<file path="config.mk">
export PLATFORM = sky130hd
export DESIGN_NAME = pipeline_stage_reg
export DESIGN_NICKNAME = d
export VERILOG_FILES = /design/src/rtl/pipeline_stage_reg.sv
export SDC_FILE = /design/constraint.sdc
export NUM_CORES = 1
export LEC_CHECK = 0
export ABC_AREA = 1
export CELL_PAD_IN_SITES_DETAIL_PLACEMENT = 1
export CELL_PAD_IN_SITES_GLOBAL_PLACEMENT = 2
export CORE_MARGIN = 8
export CORE_UTILIZATION = 30
export CTS_CLUSTER_DIAMETER = 60
export DETAILED_ROUTE_END_ITERATION = 8
export PLACE_DENSITY = 0.86
export SYNTH_ARGS = -nofsm -noshare
export SYNTH_HDL_FRONTEND = slang
export SYNTH_SLANG_ARGS = --single-unit
</file>
<file path="constraint.sdc">
create_clock -name clk -period 2.1 [get_ports clk]
set_input_delay 0.42 -clock clk [delete_from_list [all_inputs] [get_ports clk]]
set_output_delay 0.42 -clock clk [all_outputs]
set_load 0.05 [all_outputs]
</file>
<file path="src/rtl/pipeline_stage_reg.sv">
// Single pipeline stage with a one-entry skid buffer, stall/flush control,
// a delayed stall flag and a saturating count of empty output cycles.
module pipeline_stage_reg #(
   parameter int               WIDTH     = 32,
   parameter logic [WIDTH-1:0] BUBBLE    = '0,
   parameter int               CNT_WIDTH = 16
) (
   input  logic                 clk,
   input  logic                 rst,
   input  logic                 in_valid,
   output logic                 in_ready,
   input  logic [WIDTH-1:0]     in_data,
   input  logic                 stall,
   input  logic                 flush,
   output logic                 out_valid,
   input  logic                 out_ready,
   output logic [WIDTH-1:0]     out_data,
   output logic                 stall_q,
   output logic [CNT_WIDTH-1:0] bubble_cnt
);

   localparam logic [1:0] OCC_EMPTY = 2'd0;
   localparam logic [1:0] OCC_ONE   = 2'd1;
   localparam logic [1:0] OCC_FULL  = 2'd2;

   localparam logic [CNT_WIDTH-1:0] CNT_ONE = {{(CNT_WIDTH-1){1'b0}}, 1'b1};

   logic [1:0]           r_occ;
   logic [WIDTH-1:0]     r_main;
   logic [WIDTH-1:0]     r_skid;
   logic                 r_stall_q;
   logic [CNT_WIDTH-1:0] r_bubble_cnt;

   logic w_in_ready;
   logic w_out_valid;
   logic w_acc;
   logic w_emit;

   function automatic logic [CNT_WIDTH-1:0] sat_inc(input logic [CNT_WIDTH-1:0] v);
      return (&v) ? v : v + CNT_ONE;
   endfunction

   // in_ready depends only on local state and stall/flush, never on out_ready
   assign w_in_ready  = (r_occ != OCC_FULL) && !stall && !flush;
   assign w_out_valid = (r_occ != OCC_EMPTY) && !stall;
   assign w_acc       = in_valid && w_in_ready;
   // A flush cycle discards the held entry, so it never counts as a transfer
   assign w_emit      = w_out_valid && out_ready && !flush;

   always_ff @(posedge clk) begin
      if (rst) begin
         r_occ        <= OCC_EMPTY;
         r_main       <= BUBBLE;
         r_skid       <= BUBBLE;
         r_stall_q    <= 1'b0;
         r_bubble_cnt <= '0;
      end else begin
         r_stall_q <= stall;
         if (!w_out_valid)
            r_bubble_cnt <= sat_inc(r_bubble_cnt);

         if (flush) begin
            r_occ  <= OCC_EMPTY;
            r_main <= BUBBLE;
            r_skid <= BUBBLE;
         end else begin
            case (r_occ)
               OCC_EMPTY: begin
                  if (w_acc) begin
                     r_main <= in_data;
                     r_occ  <= OCC_ONE;
                  end
               end
               OCC_ONE: begin
                  if (w_acc && w_emit) begin
                     r_main <= in_data;
                  end else if (w_acc) begin
                     r_skid <= in_data;
                     r_occ  <= OCC_FULL;
                  end else if (w_emit) begin
                     r_main <= BUBBLE;
                     r_occ  <= OCC_EMPTY;
                  end
               end
               OCC_FULL: begin
                  if (w_emit) begin
                     r_main <= r_skid;
                     r_skid <= BUBBLE;
                     r_occ  <= OCC_ONE;
                  end
               end
               default: begin
                  r_occ  <= OCC_EMPTY;
                  r_main <= BUBBLE;
                  r_skid <= BUBBLE;
               end
            endcase
         end
      end
   end

   assign in_ready   = w_in_ready;
   assign out_valid  = w_out_valid;
   assign out_data   = r_main;
   assign stall_q    = r_stall_q;
   assign bubble_cnt = r_bubble_cnt;

endmodule

</file>
# [Yosys cells after proc, flatten, opt, wreduce, memory -nomap -nowiden]
# Cells that the tools add are included.
[op_classes] n_bitwise=3 n_eq_ne=10 n_reduce_logical=17 add_sub_neg=1 n_mux=14
[ops] operator="$mux 32" count=6
[ops] operator="$pmux 32 s3" count=2
[ops] operator="$add 16x1->16 const B" count=1
[ops] operator="$reduce_and 16->1" count=1
[ops] operator="$reduce_and 4->1" count=3
[ops] operator="$mux 2" count=5
[ops] operator="$ne 2x2->1 const B" count=5
[ops] operator="$ne 3x3->1 const B" count=3
[ops] operator="$logic_and 1x1->1" count=7
[ops] operator="$pmux 2 s3" count=1
[ops] operator="$not 1->1" count=3
[ops] operator="$eq 2x1->1 const B" count=1
[ops] operator="$eq 2x2->1 const B" count=1
[ops] operator="$logic_not 1->1" count=2
[ops] operator="$logic_not 2->1" count=1
[ops] operator="$reduce_and 2->1" count=1
[ops] operator="$reduce_bool 2->1" count=1
[ops] operator="$reduce_or 2->1" count=1
[word_totals] input_bits=38 register_bits=83 out_inout_bits=51

# [Logic depth before layout (Yosys ltp)]
[depth] word_depth=8 ltp_mapped=11

# [Least setup slack after synthesis]
# Ideal clock, no wire load.
[synth_path] path_kind="reg2reg" startpoint="reg r_bubble_cnt[0] (netlist: bubble_cnt[0])" endpoint="reg r_bubble_cnt[14] (netlist: bubble_cnt[14])" setup_ps=70 path_stages_with_launch=11 period_less_slack_ps=1898 t_arrival_ps=1827 path_slack_ps=202 t_required_ps=2030 cell_sequence="dfxtp_1 -> ha_1 -> nand3_1 -> inv_1 -> nand3_1 -> nand2_1 -> nand2_2 -> inv_1 -> buf_4 -> nand2_1 -> a21oi_1"
[synth_between] elab_chain_cells=3 elab_cells_between_ends=4 cone_classes="add/sub (1); bitwise (1); reduce/logical (2)"
[synth_lines] item="from (decl)" line_no="32" rtl="logic [CNT_WIDTH-1:0] r_bubble_cnt;"
[synth_lines] item="from (signal assigned)" line_no="60" rtl="r_bubble_cnt <= sat_inc(r_bubble_cnt);"
[synth_lines] item="parallel branches: the longest is 3 deep, another holds $add 16x1->16"
# Several ways; the timed one is not identified.
# A chain may end at the register's enable or synchronous reset.

# [Worst setup path after layout]
[layout_path] startpoint="reg r_bubble_cnt[6] (netlist: bubble_cnt[6])" endpoint="out bubble_cnt[6]"
[layout_lines] item="to (decl)" line_no="19" rtl="output logic [CNT_WIDTH-1:0] bubble_cnt"
# No word-level cell between the ends.

==> implementation parameters <==
Parameter                              Value

Status
  Outcome    finished, final reports clean

Pwr
  Switching power summed over all nets    between 0.0009 and 0.001 W
  Fraction of power spent switching nets    about a quarter
  Part of the power in registers    45.0%
  Standby leakage power    2.29 nW
  Total Power Consumption    ~0.0036 W
  Pwr/cell area    600 nW/µm²
  Gate power share    around an eighth
  Relative contribution of the clock network to total power    approximately 42%
  Max rail drop VDD    approximately 0.00040 V
  Cell Int Power    0.00262 W

GRT
  Number of antenna violations at the first check in global routing    0
  Most congested layer reported by global routing    met2
  Met1 global-route usage    between 10% and 20%
  Vias in the first global route    around 4900
  Leftover overflow at the end of global routing    0
  Maximum number of pins on one net before global-route repair    43
  Fraction of met3 tracks used by global routing    around 4.5%
  Global-route total usage across every layer    between 10% and 20%
  Routing usage on met2    between 20% and 30%
  Global-route wire length before repair    about 25000 µm

Finish
  Final-stage net count    between 700 and 800
  Post-synthesis to final-layout area growth    32.7%
  Most common cell after layout, fill and taps aside    nand2_1
  Fill cell total of the finished layout    around 1800
  Multi-input gate area    about 2400 µm²
  Commonest cells after routing, fill and taps aside    267 x nand2_1, 83 x dfxtp_1, 81 x clkdlybuf4s50_1
  Storage cell area    approximately 1700 µm²
  Share of final-layout standard cells stronger than drive strength 1    between 10 and 15%
  Antenna cells    0

Place
  Final weighted congestion in routability-driven placement    just under 0.8
  # port buffers    ~90
  Hpwl dp    between 10000 and 15000 µm

Worst setup path
  Data arrival time of the critical path    between 1.5 and 2 ns
  Crit path max-delay family    buffers and inverters
  Worst-path cell chain    clkdlybuf4s50_1
  Crit path required time    1.68 ns
  Number of buffer and inverter instances along the worst setup path    1
  Critical path class    reg -> out
  Master of the slowest instance on the critical path    clkdlybuf4s50_1
  Worst path max stage delay    0.84 ns
  Type of element launching the critical path    flop
  Element type at the critical path end    output pin
  Highest fanout seen on the critical path    5

Detailed routing
  Vias per cell    about 5.0
  Routed wire length    between 10000 and 15000 µm
  Wirelength per Cell    around 16 µm
  Drt drc    0
  First-pass detailed-route iteration total    4
  DRC violation total after the first TritonRoute iteration    between 150 and 200
  Detailed-route via count    roughly 4600
  Antenna Violating Nets Remaining    0

Yosys
  Post-synthesis instance total    between 600 and 700
  Share of synthesized area occupied by flip-flops and latches    a little under two fifths
  Number of flip-flops and latches in the synthesized netlist    between 80 and 90
  Yosys Warn Count    0
  Cell area after technology mapping    about 4500 µm²
  Syn Nets    about 700
  Count of different cell masters after synthesis    34
  Post-Synthesis Mean Instance Area    between 6 and 7 µm²

Timing
  Worst-margin pin slew    around 0.52 ns
  Final setup viols    0
  Count of final max-slew check failures    0
  Fraction of the cycle the final worst path needs    96.9%
  Worst slew margin    between 60 and 70%
  Min Tclk post-route    between 2 and 2.5 ns
  Post-route clock skew    0.00696 ns
  Hold_ws    approximately 0.46 ns
  Setup repair after global routing missed its margin    no
  Hold Vio Cnt, Final    0
  Max Clk Rate    between 400 and 500 MHz

Clock network
  Clock Sink Count    83
  Number of buffers between clock root and the deepest sink    2
  TritonCTS buffer count    9
  Post-CTS clock slew at the launch and capture registers of the worst setup and hold paths    approximately 0.060 ns
  Clock latency at the later pin of the worst-skew pair    roughly 0.35 ns
  Number of buffers inserted to repair setup after CTS    0
  Cell chosen for the clock root    clkbuf_16
  Deepest level of the CTS H-tree    3
  TritonCTS clock tree    yes

Die
  Core area    ~15000 µm²
  Die footprint    19200 µm²
  Vertical die dimension    138 µm
  Site Rows    44
  Initial core utilization    between 30 and 40%
  IO Count    89
  Horizontal die dimension    138 µm

Hold path
  Min-delay worst type    reg -> reg

Flow run
  Max-Cap Viols    0
-- cells in the mapped netlist --
master,instances,area [µm²]
nand3_1,29,145
buf_4,6,45.0
o21bai_1,1,7.51
nand3_4,1,17.5
nand2_1,267,1000
clkinv_2,1,5.00
nand2_2,5,31.3
xnor2_1,4,35.0
a31oi_1,1,6.26
a21oi_2,12,105
nor2_1,37,139
inv_2,3,11.3
nor2_4,2,22.5
o21ai_0,4,20.0
buf_1,1,3.75
buf_2,17,85.1
inv_4,1,6.26
nor2_8,2,40.0
nor3b_1,2,15.0
o21ai_2,1,8.76
ha_1,1,12.5
nand3_2,1,10.0
a21oi_1,62,310
inv_1,32,120
buf_6,6,67.6
xor2_1,3,26.3
dfxtp_1,83,1660
nand4_1,36,225
clkbuf_1,13,48.8
nand2_4,1,11.3
nor2_2,2,12.5
a211oi_1,1,7.51
o21ai_1,1,5.00
o21bai_2,20,225
-- tightest hold or removal path: cells and delay by family, from the launching register on --
family	cells	cell delay [ns]
DFF	1	0.31
AOI/OAI and AO/OA	1	0.05
and+or+nand+nor	1	0.06
-- final timing paths --
| path | slack [ns] | end | cells past startpoint | startpoint |
|---|---|---|---|---|
| min reg2reg | 0.46 | r_skid[26] | 2 | r_skid[26] |
| max reg2reg | 0.34 | r_skid[22] | 8 | r_occ[0] |
| min | 0.46 | r_skid[26] | 2 | r_skid[26] |
| max | 0.07 | bubble_cnt[6] | 1 | bubble_cnt[6] |
-- per-stage QoR --
stage	std cells	utilization [%]	cell area (µm²)	TNS [ns]	worst slack, ns
after floorplan	659	-	4500	0	0.202
after global placement	911	38.9	5670	0	0.0332
after detailed placement	911	38.9	5670	-0.204	-0.0352
after CTS	927	40.8	5950	0	0.00361
after global routing	927	40.9	5970	0	0.00392
final	927	40.9	5970	0	0.0659
-- cells by family after synthesis --
group / share of synthesized area [%]
xor+xnor: 1.36
flops: 37.0
buf+inv: 8.74
fa+ha+maj: 0.278
compound gates: 15.5
simple gates: 37.2
-- routing by layer --
metal / up-vias / wire [µm]
met5: - / 0
met4: 0 / 92
met3: 9 / 683
met2: 80 / 7410
met1: 2245 / 6730
li1: 2281 / -
-- timing repair --
action,CTS,global route
hold buffers,0,0
setup endpoints to repair,0,5
resized for setup,0,5
-- power by group through the flow --
stage	logic (W)	registers (W)	clock network, W
2_1_floorplan	0.000201	0.00170	0
3_3_place_gp	0.000456	0.00164	0
3_5_place_dp	0.000465	0.00164	0
4_1_cts	0.000467	0.00161	0.00156
5_1_grt	0.000502	0.00161	0.00161
6_report	0.000461	0.00161	0.00151
-- sequential cells by signal (all words and copies together) (netlist names) --
register    cells
bubble_cnt     16
r_skid         32
stall_q         1
r_occ           2
out_data       32
-- area by class of cell --
| class | count | area share, % |
|---|---|---|
| clock buffer | 10 | 4.01 |
| clock inverter | 6 | 0.671 |
| inverter | 37 | 2.39 |
| multi-input combinational | 496 | 40.9 |
| sequential | 83 | 27.9 |
| tap | 184 | 3.86 |
| timing repair buffer | 111 | 20.3 |
(Power assumes the default switching activity.)
